File: config.mk
export PLATFORM = sky130hd
export DESIGN_NAME = cdb_arbiter
export DESIGN_NICKNAME = d
export VERILOG_FILES = /design/src/rtl/tomasulo_pkg.sv /design/src/rtl/rr_picker.sv /design/src/rtl/cdb_arbiter.sv
export SDC_FILE = /design/constraint.sdc
export NUM_CORES = 1
export LEC_CHECK = 0
export ABC_AREA = 0
export CAP_MARGIN = 30
export CORE_ASPECT_RATIO = 1.75
export CORE_MARGIN = 2
export CORE_UTILIZATION = 25
export CTS_BUF_LIST = sky130_fd_sc_hd__clkbuf_8
export DETAILED_ROUTE_END_ITERATION = 16
export GPL_TIMING_DRIVEN = 0
export SLEW_MARGIN = 20
export SYNTH_ARGS = -nofsm -noshare
export SYNTH_HDL_FRONTEND = slang
export SYNTH_HIERARCHICAL = 1
export SYNTH_SLANG_ARGS = --single-unit
File: constraint.sdc
create_clock -name clk -period 8.7 [get_ports clk]
set_input_delay 1.305 -clock clk [delete_from_list [all_inputs] [get_ports clk]]
set_output_delay 1.305 -clock clk [all_outputs]
set_load 0.1 [all_outputs]
File: src/rtl/tomasulo_pkg.sv
// tomasulo_pkg: shared widths and the "no producer" tag for the Tomasulo datapath blocks.
package tomasulo_pkg;
  localparam int NUM_REQ_DEF = 4;
  localparam int TAG_W_DEF = 5;
  localparam int DATA_W_DEF = 32;
  localparam logic [4:0] INVALID_TAG_DEF = 5'b11111;
endpackage

File: src/rtl/rr_picker.sv
// rr_picker: combinational round-robin pick, searching upward from ptr modulo N.
module rr_picker #(
  parameter int N = 4,
  parameter int PW = (N > 1) ? $clog2(N) : 1
) (
  input  logic [N-1:0]  req,
  input  logic [PW-1:0] ptr,
  output logic [N-1:0]  grant
);
  logic [PW-1:0] idx;
  // Walk from farthest to nearest so the closest requester at or after ptr wins.
  always_comb begin
    grant = '0;
    idx = '0;
    for (int k = N - 1; k >= 0; k--) begin
      idx = PW'((int'(ptr) + k) % N);
      if (req[idx]) begin
        grant = '0;
        grant[idx] = 1'b1;
      end
    end
  end
endmodule

File: src/rtl/cdb_arbiter.sv
// cdb_arbiter: per-unit one-entry holding buffers arbitrated round-robin onto the common data bus.
module cdb_arbiter
  import tomasulo_pkg::*;
#(
  parameter int NUM_REQ = NUM_REQ_DEF,
  parameter int TAG_W = TAG_W_DEF,
  parameter int DATA_W = DATA_W_DEF,
  parameter logic [TAG_W-1:0] INVALID_TAG = TAG_W'(INVALID_TAG_DEF)
) (
  input  logic                      clk,
  input  logic                      rst,
  input  logic [NUM_REQ-1:0]        in_req_valid,
  input  logic [NUM_REQ*TAG_W-1:0]  in_req_tag,
  input  logic [NUM_REQ*DATA_W-1:0] in_req_val,
  output logic [NUM_REQ-1:0]        out_req_ready,
  input  logic                      in_flush,
  output logic                      out_CDB_broadcast,
  output logic [TAG_W-1:0]          out_CDB_tag,
  output logic [DATA_W-1:0]         out_CDB_val,
  output logic                      out_busy
);
  localparam int PW = (NUM_REQ > 1) ? $clog2(NUM_REQ) : 1;
  logic [NUM_REQ-1:0] buf_valid_q, buf_valid_d, grant, keep;
  logic [TAG_W-1:0]   buf_tag_q [NUM_REQ];
  logic [DATA_W-1:0]  buf_val_q [NUM_REQ];
  logic [PW-1:0]      rr_ptr_q, rr_ptr_d, g;
  logic [TAG_W-1:0]   sel_tag;
  logic [DATA_W-1:0]  sel_val;
  logic               bcast_q;
  logic [TAG_W-1:0]   tag_q;
  logic [DATA_W-1:0]  val_q;
  rr_picker #(.N(NUM_REQ), .PW(PW)) u_pick (
    .req   (buf_valid_q & {NUM_REQ{!rst && !in_flush}}),
    .ptr   (rr_ptr_q),
    .grant (grant)
  );
  // A granted buffer frees itself this cycle, so it can take a refill at the same edge.
  assign out_req_ready = (~buf_valid_q | grant) & {NUM_REQ{!rst && !in_flush}};
  always_comb begin
    sel_tag = INVALID_TAG;
    sel_val = '0;
    g = '0;
    keep = '0;
    buf_valid_d = '0;
    for (int i = 0; i < NUM_REQ; i++) begin
      if (grant[i]) begin
        sel_tag = buf_tag_q[i];
        sel_val = buf_val_q[i];
        g = PW'(i);
      end
      keep[i] = in_req_valid[i] && out_req_ready[i] && in_req_tag[i*TAG_W +: TAG_W] != INVALID_TAG;
      buf_valid_d[i] = in_flush ? 1'b0 : keep[i] ? 1'b1 : grant[i] ? 1'b0 : buf_valid_q[i];
    end
    rr_ptr_d = !(|grant) ? rr_ptr_q : (int'(g) == NUM_REQ - 1) ? '0 : g + 1'b1;
  end
  always_ff @(posedge clk) begin
    if (rst) begin
      buf_valid_q <= '0;
      rr_ptr_q <= '0;
      bcast_q <= 1'b0;
      tag_q <= INVALID_TAG;
      val_q <= '0;
    end else begin
      buf_valid_q <= buf_valid_d;
      rr_ptr_q <= rr_ptr_d;
      bcast_q <= |grant;
      tag_q <= sel_tag;
      val_q <= sel_val;
      for (int i = 0; i < NUM_REQ; i++)
        if (keep[i]) begin
          buf_tag_q[i] <= in_req_tag[i*TAG_W +: TAG_W];
          buf_val_q[i] <= in_req_val[i*DATA_W +: DATA_W];
        end
    end
  end
  assign out_CDB_broadcast = bcast_q;
  assign out_CDB_tag = tag_q;
  assign out_CDB_val = val_q;
  assign out_busy = |buf_valid_q;
endmodule
======== Yosys cells after proc, flatten, opt, wreduce, memory -nomap -nowiden ========
Memories as Yosys holds them, arrays and structs flattened.
Cells that the tools add are included.
storage, ports and cells
  bits in latches ......................... 0
  RAM bits ................................ 148
  memories ................................ 2
  ROM bits ................................ 0
  logic and storage cells ................. 105
  bits in registers ....................... 44
  output and inout bits ................... 43
  input port bits ......................... 155
operators by class
  shift-type cells ........................ 0
  add/sub/neg operators ................... 4
  multiplexer cells ....................... 52
  equality and inequality tests ........... 5
  reductions and logical operators ........ 22
  multiply operators ...................... 0
  div/mod/pow operators ................... 0
  bitwise logic cells ..................... 4
  order comparisons ....................... 8
memory list
  memory     depth  width  read ports  clocked after memory_dff  wr ports  line               text
  buf_val_q  4      32     4           0                         4         cdb_arbiter.sv:25  logic [DATA_W-1:0] buf_val_q [NUM_REQ];
  buf_tag_q  4      5      4           0                         4         cdb_arbiter.sv:24  logic [TAG_W-1:0] buf_tag_q [NUM_REQ];
operator list
  operator                                                            number
  two-way mux 32 bit                                                  4
  two-way mux 1 bit                                                   29
  two-way mux 5 bit                                                   4
  != test 5 bit (second input constant)                               4
  two-way mux 4 bit                                                   4
  logical AND 1 bit                                                   13
  less-than comparator 2 x 3 -> 1 bit (second input constant)         4
  AND 4 bit                                                           2
  binary-select mux 1 bit (select 2 bit)                              4
  demux 1 bit (select 2 bit)                                          4
  greater-or-equal comparator 2 x 1 -> 1 bit (second input constant)  4
  nonzero test 2 bit                                                  4
  OR reduction 4 bit                                                  2
  two-way mux 2 bit                                                   3
  adder 2 x 1 -> 2 bit (second input constant)                        2
  adder 2 bit (second input constant)                                 2
  NOT 4 bit                                                           1
  OR 4 bit                                                            1
  equality test 2 x 1 -> 1 bit (second input constant)                1
  logical NOT 1 bit                                                   2
  OR reduction 2 bit                                                  1

======== Depth between registers and ports, before layout ========
Gate-level depths: netlist of the first run.
  word-level depth ........................ 16
  mapped depth ............................ 13
  depth with buffers taken out ............ 9

======== By module ========
Netlist of the first run, hierarchy kept.
modules (own cells, without submodules)
  module       cells an instance  times used  seq. area each (um^2)  area an instance (um^2)
  cdb_arbiter  444                1           5325.1                 7021.7
  rr_picker    47                 1           0.0                    412.9

======== Worst setup path after synthesis of the first run ========
OpenSTA, ideal clock, no wires.
  path type ............................... input port to flip-flop
  from .................................... input rst
  to ...................................... memory buf_tag_q[2][0] in the netlist's numbering, enable pin
  data arrival time ....................... 6024 ps
  setup slack ............................. 2278 ps
  required time ........................... 8302 ps
  setup time .............................. 398 ps
  path buffers ............................ 3
  stages on the path ...................... 12
  cell sequence ........................... clkbuf_1 > nor2_1 > clkbuf_1 > and2_1 > mux4_2 > nor2b_2 > nand2_1 > a31oi_1 > inv_1 > clkbuf_1 > a21oi_1 > and3_1
RTL lines
  element             line               text
  start: declaration  cdb_arbiter.sv:11  input logic rst,
  end: declaration    cdb_arbiter.sv:24

======== Worst setup path in the final report of the first run ========
  from .................................... input in_flush
  to ...................................... output out_req_ready[2]
on the way
  cells in the longest elaborated chain, start to end .. 11
  elaborated cells on any way between the ends .. 17
  classes of those cells .................. mux (12); bitwise (3); reduce/logical (2)
ends and longest elaborated chain
  element                                  line               text
  start: declaration                       cdb_arbiter.sv:16  input logic in_flush,
  logical NOT 1 bit *                      cdb_arbiter.sv:33  .req (buf_valid_q & {NUM_REQ{!rst && !in_flush}}),
  logical AND 1 bit *                      cdb_arbiter.sv:33
  AND 4 bit *                              cdb_arbiter.sv:33
  binary-select mux 1 bit (select 2 bit)   rr_picker.sv:17    if (req[idx]) begin
  two-way mux 1 bit (not written as such)  rr_picker.sv:17
  two-way mux 4 bit (3 in series)          rr_picker.sv:17
  two-way mux 4 bit *                      rr_picker.sv:17
  named net grant[2]                       cdb_arbiter.sv:23  logic [NUM_REQ-1:0] buf_valid_q, buf_valid_d, grant, keep;
  OR 4 bit *                               cdb_arbiter.sv:38  assign out_req_ready = (~buf_valid_q | grant) & {NUM_REQ{!rst && !in_flush}};
  AND 4 bit *                              cdb_arbiter.sv:38
  end: declaration                         cdb_arbiter.sv:15  output logic [NUM_REQ-1:0] out_req_ready,
The timed path passes the listed nets; every way through them passes the cells marked *. The select of a mux whose other input is x is not followed.

==> results of run 1 <==
[layer usage]
layer	vias up	routed length, um
met3	40	963
met5	-	0
met4	0	806
met1	2453	7860
met2	166	12900
li1	2333	-
[layout make-up]
class | instances | area (um2)
Fill cell | 2887 | 18700
Clock buffer | 17 | 234
Sequential cell | 192 | 5330
Inverter | 40 | 150
Buffer | 30 | 168
Timing Repair Buffer | 209 | 2300
Tap cell | 382 | 478
Multi-Input combinational cell | 229 | 1800
Clock inverter | 15 | 138
Antenna cell | 6 | 15.0
[cells by family (layout without fill, tap and decap cells)]
family | Yosys count | count (layout) | share of synthesized area [%]
DFF | 192 | 192 | 71.6
AOI/OAI and AO/OA | 127 | 127 | 14.2
and+or+nand+nor | 86 | 86 | 6.78
buffers and inverters | 70 | 311 | 4.27
adders and majority gates | 8 | 8 | 1.35
muxes | 8 | 8 | 1.80
other | 0 | 6 | 0
[cells in the mapped netlist (all sizes together)]
| cell type | instances | area (um2) |
|---|---|---|
| a211oi | 2 | 15.0 |
| a21oi | 36 | 180 |
| a221oi | 32 | 468 |
| a31o | 4 | 35.0 |
| a31oi | 39 | 244 |
| a41oi | 1 | 8.76 |
| and2 | 36 | 225 |
| and3 | 12 | 75.1 |
| buf | 18 | 121 |
| clkbuf | 12 | 46.3 |
| dfxtp | 44 | 881 |
| edfxtp | 148 | 4440 |
| ha | 8 | 100 |
| inv | 40 | 150 |
| mux2i | 4 | 40.0 |
| mux4 | 4 | 93.8 |
| nand2 | 15 | 56.3 |
| nand2b | 2 | 20.0 |
| nand3 | 4 | 20.0 |
| nor2 | 5 | 18.8 |
| nor2b | 2 | 15.0 |
| nor3 | 5 | 25.0 |
| nor3b | 1 | 18.8 |
| o21a | 1 | 7.51 |
| o221a | 1 | 11.3 |
| o221ai | 4 | 35.0 |
| o22ai | 5 | 31.3 |
| o31ai | 1 | 7.51 |
| o32a | 1 | 10.0 |
| or2 | 1 | 6.26 |
| or2b | 2 | 16.3 |
| or4 | 1 | 7.51 |
[placed cells by master (no fill, tap or decap), types with 2 or more instances in the layout]
cell type                         netlist  final
sky130_fd_sc_hd__clkdlybuf4s50_1        0    196
sky130_fd_sc_hd__edfxtp_1             148    148
sky130_fd_sc_hd__dfxtp_1               44     44
sky130_fd_sc_hd__inv_1                 40     41
sky130_fd_sc_hd__a31oi_1               39     39
sky130_fd_sc_hd__a21oi_1               36     36
sky130_fd_sc_hd__and2_1                35     35
sky130_fd_sc_hd__a221oi_2              30     30
sky130_fd_sc_hd__clkbuf_8               0     17
sky130_fd_sc_hd__nand2_1               15     15
sky130_fd_sc_hd__clkbuf_1              11     11
sky130_fd_sc_hd__buf_2                 10     10
sky130_fd_sc_hd__buf_16                 0     10
sky130_fd_sc_hd__and3_1                12      8
sky130_fd_sc_hd__ha_1                   8      8
sky130_fd_sc_hd__diode_2                0      6
sky130_fd_sc_hd__buf_6                  5      5
sky130_fd_sc_hd__nor2_1                 5      5
sky130_fd_sc_hd__nor3_1                 5      5
sky130_fd_sc_hd__o22ai_1                5      5
sky130_fd_sc_hd__nand3_1                4      4
sky130_fd_sc_hd__and3_2                 0      4
sky130_fd_sc_hd__a31o_2                 4      4
sky130_fd_sc_hd__o221ai_1               4      4
sky130_fd_sc_hd__inv_6                  0      4
sky130_fd_sc_hd__clkinv_2               0      4
sky130_fd_sc_hd__mux2i_1                4      4
sky130_fd_sc_hd__buf_12                 0      3
sky130_fd_sc_hd__mux4_2                 3      3
sky130_fd_sc_hd__buf_1                  2      2
sky130_fd_sc_hd__a211oi_1               2      2
sky130_fd_sc_hd__a221oi_1               2      2
sky130_fd_sc_hd__clkinvlp_4             0      2
sky130_fd_sc_hd__clkinv_4               0      2
[power groups by stage]
| stage | combinational [mW] | clock, mW | sequential (mW) |
|---|---|---|---|
| finish | 0.813 | 0.567 | 1.08 |
| detailed placement | 0.821 | 0 | 1.10 |
| floorplan | 0.235 | 0 | 1.37 |
| global placement | 0.759 | 0 | 1.10 |
| global route | 0.853 | 0.622 | 1.08 |
| CTS | 0.823 | 0.587 | 1.08 |
[registers in the layout (all words and copies together) (netlist names)]
signal             cells
buf_val_q            128
buf_tag_q             20
out_CDB_tag            5
out_CDB_val           32
out_CDB_broadcast      1
rr_ptr_q               2
buf_valid_q            4
[through the flow]
step / instances / setup slack (ns) / power, mW
2_1_floorplan: 491 / 2.28 / 1.61
3_3_place_gp: 1069 / 1.73 / 1.86
3_5_place_dp: 1082 / 1.68 / 1.92
4_1_cts: 1114 / 1.67 / 2.49
5_1_grt: 1118 / 1.40 / 2.56
6_report: 1120 / 1.68 / 2.46
[worst max-delay path, delay by kind of cell]
family | cells | cell delay [ns]
mux | 1 | 0.55
buf+inv | 5 | 2.43
compound gates | 2 | 0.78
simple gates | 4 | 0.62
[path summary, 6_finish.rpt]
kind / endpoint / cells after the start / start / slack, ns
min reg2reg: out_CDB_tag[2] / 1 / buf_tag_q[3][2] / 0.52
min: out_CDB_tag[2] / 1 / buf_tag_q[3][2] / 0.52
max: out_req_ready[2] / 12 / in_flush / 1.68
max reg2reg: buf_val_q[2][17] / 12 / rr_ptr_q[1] / 4.37
==> summary.md, run 1 <==
The run finished with clean final reports. The logs give 71.6% for the sequential share of the synthesized area and 0 for the DRC violation count after routing. The core region is 0.0293 mm2. On the worst path, the slowest cell contributes a delay of 1.19 ns. The layer flagged by global routing as most heavily used is met2.

The tools report the final hold violation count as 0. Summing all placed instances gives a cell area of 0.0102 mm2. For this design the total switching power over the nets is 0.898 mW. TritonCTS built the clock tree. The pre-antenna-repair detailed-routing pass consisted of 4 iterations.

The run gives 0 as the count of hold buffers inserted by post-cts repair. The detailed router placed 4992 vias in this run. The buffer count from post-CTS setup fixing is 0, and the detailed placer's ending HPWL is 16.9 mm. After detailed routing, the number of vias per cell comes to 4.46. VDD sags by at most 0.125 mV. In this run, synthesis produced a sequential element count of 192. The synthesized netlist cell count was 491. The classification of the worst-slack hold path is register to register. The portion of total power attributed to combinational logic was 33.1%; the maximum clock insertion buffer count was 2. CTS built an H-tree with a depth of 4. Setup repair after global routing left no endpoint under its margin.

The logs give 3.62% for the met3 track demand over resource and 0.00743 mm2 for the synthesized area. The average wire length per cell after detail routing works out to 20.1 um. The clock tree skew after final layout was 0.0174 ns; the post-synthesis cell type count was 42. At the pin with the least slew margin, the transition time is 1.00 ns. The net count of the finished layout is 882. Clock tree synthesis found a total of 192 sinks. The number of antenna violations at the first check in global routing came out at 4. The first global-routing pass estimated 32.5 mm of wire.

After the first detailed-routing iteration, the DRC count stood at 199. The clock network burns 23.1% of the power. The tools report the final hold slack as 0.520 ns. Wires add up to 22.5 mm. The clock transition at the registers of the reported paths was 0.09 ns; the synthesis warning total was 6.

The reported max-cap violation count was 0. The critical path goes through clkdlybuf4s50_1 -> nor2_1 -> clkbuf_1 -> and2_1 -> mux4_2 -> nor2b_2 -> nand2_1 -> a31oi_1 -> inv_1 -> clkbuf_1 -> a21oi_1 -> clkdlybuf4s50_1. The number of nets produced by synthesis was 654.

The worst setup path is launched from an input port. The clock buffer count from CTS was 17; the overall overflow remaining after global route was 0. Global routing consumed, on the met1 layer, 14.5% of the routing resources. Dividing total power by cell area gives a power density of 232 mW/mm2. For the number of max-slew violations in the final report, the log shows 0. For this run, the top clock speed supported by timing is 143 MHz. Summed over all cells, the static leakage comes to 3.58 nW. A synthesized cell averages 15.1 um2. The minimum clock period after layout is 7.02 ns. For this run, the share of the core covered by cells in the final layout is 36.2%. The data arrival time of the critical path was 5.71 ns. The buffer cell driving the clock tree root was sky130_fd_sc_hd__clkbuf_8. The die covers 0.0312 mm2.

In this run the tool buffered the top-level ports with 196 buffer cells. The pin count of the biggest net entering global routing was 23; the share of cells above drive strength 1 was 14.8%. After clock tree synthesis, the repair step resized 0 gates.

For the worst-skew pair, the clock arrives at the later sink with an insertion delay of 0.50 ns. The number of core rows was 83. The tools report the via count of the first global-routing pass as 5353.

Maximum fanout count along the critical path: 10. In the global route stage, overall resource usage came out at 14.8%. The logs give 32.9% for the headroom to the max-slew limit and 25.4% for the initial core utilization. The fraction of power spent switching nets came out at 36.5%. STA classifies the critical path endpoint as a primary output. The tools report the setup TNS as 0 ns. Routability-driven placement finished with a final weighted congestion of 0.798. The logs give 7.39 ns for the endpoint required time on the critical path and 0.0106 mm2 for the cell area after layout. Relative contribution of sequential cells to total power: 43.9%.

The slowest cell on the critical path was sky130_fd_sc_hd__clkdlybuf4s50_1. The relative area change from synthesis to final layout is 42.6%. The met2 track demand over resource in global routing is 28.3%. The horizontal die dimension was 134 um.

The run gives 1.56 mW as the total internal power. The share of the clock period used by the worst path after layout is 80.7%. The worst setup path is of the input port to primary output kind. Die outline height: 232 um.

Number of endpoints failing setup at the final stage: 0. The tools report the final antenna-violating net count as 0. The top-level I/O count is 198.
(Power assumes the default switching activity.)
==> run 2: changes to the inputs <==
Clock period 8.7 ns to 6.4 ns, I/O delays scaled along.
==> summary.md, run 2 (synthesis gave the netlist of run 1 again) <==
The run finished with clean final reports. The count of input and output buffers works out to 196 (unchanged). More flip-flops sit in one register than any other, and that register is buf_val_q.

The final setup slack of the worst path came out at 0.420 ns (-1.26 ns). The die outline height works out to 232 um (unchanged). The die footprint was 0.0312 mm2 (unchanged).

The reported max-cap violation count was 0 (unchanged). The setup path with the least slack is of type input port to primary output. For the final hold violation count, the log shows 0 (unchanged). The library cell used most frequently in the layout, excluding fill and tap cells, is sky130_fd_sc_hd__clkdlybuf4s50_1.

Critical path capture point type: a primary output. The kind of launch point of the worst setup path was an input port. The tools report the static power due to leakage as 3.59 nW (+0.41%). For the clock tree skew after final layout, the log shows 0.0174 ns (unchanged). The overall overflow remaining after global route came out at 0 (unchanged).

The clock buffer count from CTS is 17 (unchanged), and the setup TNS is 0 ns (unchanged). The measured slew at the worst slew-check pin was 0.999 ns (-0.00395 ns). The clock transition at the registers of the reported paths was 0.09 ns (about the same). The final antenna-violating net count is 0 (unchanged).

Average wire length per cell after detail routing: 20.1 um (about the same). The share of the clock period used by the worst path after layout is 93.4%, and the endpoint required time on the critical path is 5.44 ns (-1.95 ns). The tools report the number of nets in the layout as 882 (unchanged). The wire length of the first global-routing pass was 32.5 mm (unchanged). The tools report the detailed-route via count as 4992 (unchanged).

The total number of clock tree sinks was 192 (unchanged); the weighted congestion reported at the end of routability-driven placement was 0.798 (unchanged). The horizontal die dimension was 134 um (unchanged); the headroom to the max-slew limit was 33.2% (+0.26 points). For the flop-to-flop setup slack, the log shows 2.08 ns (-2.29 ns). The logs give 4 (unchanged) for the maximum level of the CTS H-tree and 16.9 mm (unchanged) for the detailed placer's ending HPWL. The number of DRC violations after detailed-routing iteration 0 was 199 (unchanged); the data arrival time of the critical path was 5.02 ns (-0.69 ns). The initial core utilization is 25.4% (unchanged). The worst slack after detailed placement was 0.0729 ns (-1.61 ns); the number of iterations in the first detailed-routing pass was 4 (unchanged). The post-detailed-routing wire length is 22.5 mm (about the same), and the placeable core region is 0.0293 mm2 (unchanged). The tools report the number of core rows as 83 (unchanged). The highest attainable clock frequency was 167 MHz; the minimum clock period after layout was 5.98 ns. The DRC violation count after routing came out at 0 (unchanged). The pin count of the biggest net entering global routing came out at 23 (unchanged). The maximum clock insertion buffer count was 2 (unchanged). Number of flip-flops in the largest register: 128 (unchanged). Setup repair after global routing left no endpoint under its margin. CTS placed an instance of sky130_fd_sc_hd__clkbuf_8 at the clock tree root.

In the layout the commonest cells are sky130_fd_sc_hd__clkdlybuf4s50_1 (195), sky130_fd_sc_hd__edfxtp_1 (148), sky130_fd_sc_hd__dfxtp_1 (44). The post-detailed-route via-to-cell ratio was 4.46 (unchanged); the share of cells above drive strength 1 was 14.8% (unchanged). The tools report the clock insertion delay at the later pin of the skew report as 0.50 ns (about the same). TritonCTS built the clock tree. The worst ir drop on vdd came out at 0.169 mV (+36%). For the number of endpoints failing setup at the final stage, the log shows 0 (unchanged). The tightest min-delay check is of the register to register type. The power density relative to cell area was 315 mW/mm2 (+36%).

The maximum fanout count along the critical path was 10 (unchanged). The via count of the first global-routing pass is 5353 (unchanged). The number of antenna violations at the first check in global routing came out at 4 (unchanged). The top-level I/O count came out at 198 (unchanged). For the buffer count from post-CTS setup fixing, the log shows 0 (unchanged). For the all-layer global routing usage, the log shows 14.8% (unchanged).

The relative area change from synthesis to final layout works out to 42.6% (about the same). The number of max-slew violations in the final report is 0 (unchanged).
==> run 2: cell types whose count changed in the layout (fill, tap and decap cells not counted), sizes merged <==
cell and change:
dlymetal6s2s +1, clkdlybuf4s50 -1
==> run 2: metal layers <==
metal / vias up / track usage (%) / part of all wire (%)
met1: 2453 / 14.5 / 35
met5: - / 0 / 0
li1: 2333 / - / -
met3: 40 / 3.62 / 4.3
met2: 166 / 28.3 / 57
met4: 0 / 7.60 / 3.6
==> run 2: power by group <==
| group | switching (mW) | internal (mW) |
|---|---|---|
| clock network | 0.459 | 0.312 |
| registers | 0.0333 | 1.43 |
| logic | 0.728 | 0.377 |
| total | 1.22 | 2.12 |
==> run 2: what timing repair did <==
item,in CTS,in global routing
setup endpoints to repair,0,1
hold buffers,0,0
gates resized for setup,0,1
==> run 2: stage by stage <==
stage	instance area (um2)	hold WS [ns]	power, mW	utilization, %	instances
CTS	10600	0.534	3.38	36.1	1114
detailed placement	10200	0.513	2.61	34.9	1082
finish	10600	0.520	3.34	36.2	1120
global route	10600	0.542	3.48	36.2	1118
global placement	9870	0.495	2.53	33.7	1069
floorplan	7430	0.461	2.19	-	491
==> run 2: cell type report <==
| type | count | area, um2 |
|---|---|---|
| Sequential cell | 192 | 5330 |
| Multi-Input combinational cell | 229 | 1800 |
| Tap cell | 382 | 478 |
| Inverter | 40 | 150 |
| Antenna cell | 6 | 15.0 |
| Fill cell | 2886 | 18700 |
| Clock buffer | 17 | 234 |
| Buffer | 30 | 168 |
| Timing Repair Buffer | 209 | 2300 |
| Clock inverter | 15 | 138 |
==> run 2: path summary, 6_finish.rpt <==
check | start | endpoint | cells after the start
min reg2reg | buf_tag_q[3][2] | out_CDB_tag[2] | 1
max | in_flush | out_req_ready[3] | 11
min | buf_tag_q[3][2] | out_CDB_tag[2] | 1
max reg2reg | rr_ptr_q[1] | buf_val_q[2][17] | 12
==> run 2: worst max-delay path, cell delays in order <==
cell and delay, ns:
sky130_fd_sc_hd__clkdlybuf4s50_1 0.48, sky130_fd_sc_hd__nor2_1 0.07, sky130_fd_sc_hd__clkbuf_1 0.22, sky130_fd_sc_hd__and2_1 0.28, sky130_fd_sc_hd__mux4_2 0.55, sky130_fd_sc_hd__nor2b_2 0.20
sky130_fd_sc_hd__nand2_1 0.07, sky130_fd_sc_hd__a31oi_1 0.35, sky130_fd_sc_hd__inv_1 0.25, sky130_fd_sc_hd__a21oi_1 0.37, sky130_fd_sc_hd__clkdlybuf4s50_1 1.21
==> run 3: changes to the inputs <==
Settings changed: CORE_MARGIN 2 to unset, GPL_TIMING_DRIVEN 0 to unset.
==> summary.md, run 3 (synthesis gave the netlist of run 1 again) <==
The top-level I/O count is 198 (unchanged). The run gives 5174 (-3.3%) as the via count of the first global-routing pass. For the placeable core region, the log shows 0.0293 mm2 (unchanged). The die outline height came out at 230 um (-0.86%). The number of buffer and inverter stages on the critical path works out to 4 (unchanged).

The clock insertion delay at the later pin of the skew report was 0.50 ns (about the same). The tools report the number of endpoints failing setup at the final stage as 0 (unchanged). The logs give 0 (unchanged) for the final hold violation count and 0.766 (-4.0%) for the weighted congestion reported at the end of routability-driven placement. The top cell types in the final layout, fill and taps aside, are sky130_fd_sc_hd__clkdlybuf4s50_1 (192), sky130_fd_sc_hd__edfxtp_1 (148), sky130_fd_sc_hd__dfxtp_1 (44). The tools report the clock tree skew after final layout as 0.0173 ns (-0.00000440 ns). Setup repair after global routing left no endpoint under its margin. TritonCTS built the clock tree.

For the detailed-route via count, the log shows 4815 (-3.5%). For the data arrival time of the critical path, the log shows 4.01 ns (-1.01 ns). Counting stages on the worst path, the most repeated cell is sky130_fd_sc_hd__buf_4.

The setup TNS was 0 ns (unchanged); the buffer count from post-CTS setup fixing was 0 (unchanged). Maximum fanout count along the critical path: 19 (+9). The logs give 3.50 nW (-2.5%) for the static power due to leakage and 0.0105 mm2 (-1.2%) for the cell area after layout. The kind of cell with the highest combined delay along the critical path is buffers and inverters. The logs give 0 (unchanged) for the number of max-slew violations in the final report and 0 (unchanged) for the count of hold buffers inserted by post-cts repair. Measured slew at the worst slew-check pin: 1.04 ns (+0.0426 ns). The type of the setup path with the least slack is input port to primary output.

Classification of the worst-slack hold path: register to register. The clock buffer count from CTS was 17 (unchanged); the wire length of the first global-routing pass was 30.8 mm (-5.3%). The run gives 14.1% (-0.73 points) as the all-layer global routing usage. Overall overflow remaining after global route: 0 (unchanged). The number of core rows is 83 (unchanged). The largest incremental delay on the critical path is 0.53 ns (-0.68 ns).

The run gives 0 (unchanged) as the reported max-cap violation count. Relative area change from synthesis to final layout: 40.9%. The tools report the number of DRC violations after detailed-routing iteration 0 as 234 (+18%).

The run gives 4 (unchanged) as the number of antenna violations at the first check in global routing. Maximum clock insertion buffer count: 2 (unchanged). The kind of launch point of the worst setup path was an input port. The detailed placer's ending HPWL was 14.7 mm (-13%); the post-detailed-route via-to-cell ratio was 4.41 (-1.1%). The power density relative to cell area was 320 mW/mm2 (+1.7%).

The minimum clock period after layout was 4.97 ns (-1.01 ns); the die footprint was 0.0305 mm2 (-2.3%). The average wire length per cell after detail routing is 18.8 um (-6.6%), and the clock transition at the registers of the reported paths is 0.10 ns (about the same). Walking the worst path, the cells encountered are clkdlybuf4s50_1 -> nor2_1 -> and2_1 -> mux2i_1 -> o22ai_1 -> a211oi_1 -> o31ai_4 -> buf_4 -> inv_1 -> a21oi_1 -> buf_4. DRC violation count after routing: 0 (unchanged). Register containing the most flip-flops in the final layout: buf_val_q. The count of input and output buffers is 197 (+0.51%), and the number of iterations in the first detailed-routing pass is 4 (unchanged). The maximum level of the CTS H-tree came out at 4 (unchanged). The initial core utilization is 25.4% (unchanged). The most common cell after layout, fill and taps aside was sky130_fd_sc_hd__clkdlybuf4s50_1. For the endpoint required time on the critical path, the log shows 5.44 ns (about the same). The buffer cell driving the clock tree root was sky130_fd_sc_hd__clkbuf_8. Post-detailed-routing wire length: 20.5 mm (-9.0%). For the worst ir drop on vdd, the log shows 0.179 mV (+5.6%). The run finished with clean final reports. STA classifies the critical path endpoint as a primary output. The horizontal die dimension came out at 132 um (-1.5%). The number of nets in the layout came out at 855 (-3.1%). The logs give 201 MHz (+20%) for the highest attainable clock frequency and 30.4% (-2.8 points) for the headroom to the max-slew limit. The tools report the total number of clock tree sinks as 192 (unchanged). The number of flip-flops in the largest register is 128 (unchanged), and the final antenna-violating net count is 0 (unchanged). The standard cell area after detailed placement was 0.0100 mm2 (-2.1%).

The quantity of gates resized following cts is 0 (unchanged). Share of cells above drive strength 1: 14.6% (-0.14 points). The slowest cell on the critical path is sky130_fd_sc_hd__nor2_1. The pin count of the biggest net entering global routing is 67 (+190%), and the share of the clock period used by the worst path after layout is 77.7% (-16 points).
## run 3: path summary, 6_finish.rpt
kind                                       from          endpoint  slack, ns  depth (start not counted)
worst min register to register  buf_tag_q[3][2]    out_CDB_tag[2]       0.50                          1
worst max register to register      rr_ptr_q[0]  buf_val_q[1][10]       2.38                         11
worst max-delay path                   in_flush  out_req_ready[1]       1.43                         11
worst min-delay path            buf_tag_q[3][2]    out_CDB_tag[2]       0.50                          1
## run 3: power breakdown
part	leakage [nW]	total, mW	internal, mW	switching, mW
clock	0.215	0.849	0.368	0.481
sequential	1.71	1.47	1.43	0.0421
combinational	1.57	1.03	0.342	0.692
total	3.50	3.36	2.14	1.22
## run 3: final cells by class
type / instances / area, um2
timing repair buffer: 212 / 2230
clock inverter: 15 / 194
fill: 2822 / 18800
antenna: 5 / 12.5
tap: 382 / 478
inverter: 40 / 150
clock buffer: 17 / 234
sequential: 192 / 5330
multi-input combinational: 229 / 1840
## run 3: layer usage
layer / share of wire (%) / GRT usage (%)
met2: 57 / 26.4
met4: 3.7 / 9.09
met3: 4.1 / 2.73
met1: 35 / 14.0
met5: 0 / 0
## run 3: worst register-to-register path: stages, from the launching register on
cell	delay (ns)
sky130_fd_sc_hd__dfxtp_1	0.72
sky130_fd_sc_hd__inv_1	0.22
sky130_fd_sc_hd__ha_1	0.41
sky130_fd_sc_hd__or2b_1	0.24
sky130_fd_sc_hd__o22ai_1	0.17
sky130_fd_sc_hd__a211oi_1	0.13
sky130_fd_sc_hd__o31ai_4	0.26
sky130_fd_sc_hd__buf_4	0.31
sky130_fd_sc_hd__inv_1	0.21
sky130_fd_sc_hd__a21oi_1	0.23
sky130_fd_sc_hd__and3_2	0.56
sky130_fd_sc_hd__buf_16	0.24
## run 3: through the flow
step           instances  setup slack, ns  hold WS [ns]  utilization, %  power [mW]
2_1_floorplan        491            0.323         0.461               -        2.19
3_3_place_gp        1047             1.54         0.486            33.5        2.49
3_5_place_dp        1054             1.41         0.480            34.2        2.54
4_1_cts             1086             1.40         0.502            35.6        3.40
5_1_grt             1091             1.22         0.509            35.8        3.49
6_report            1092             1.43         0.502            35.8        3.36
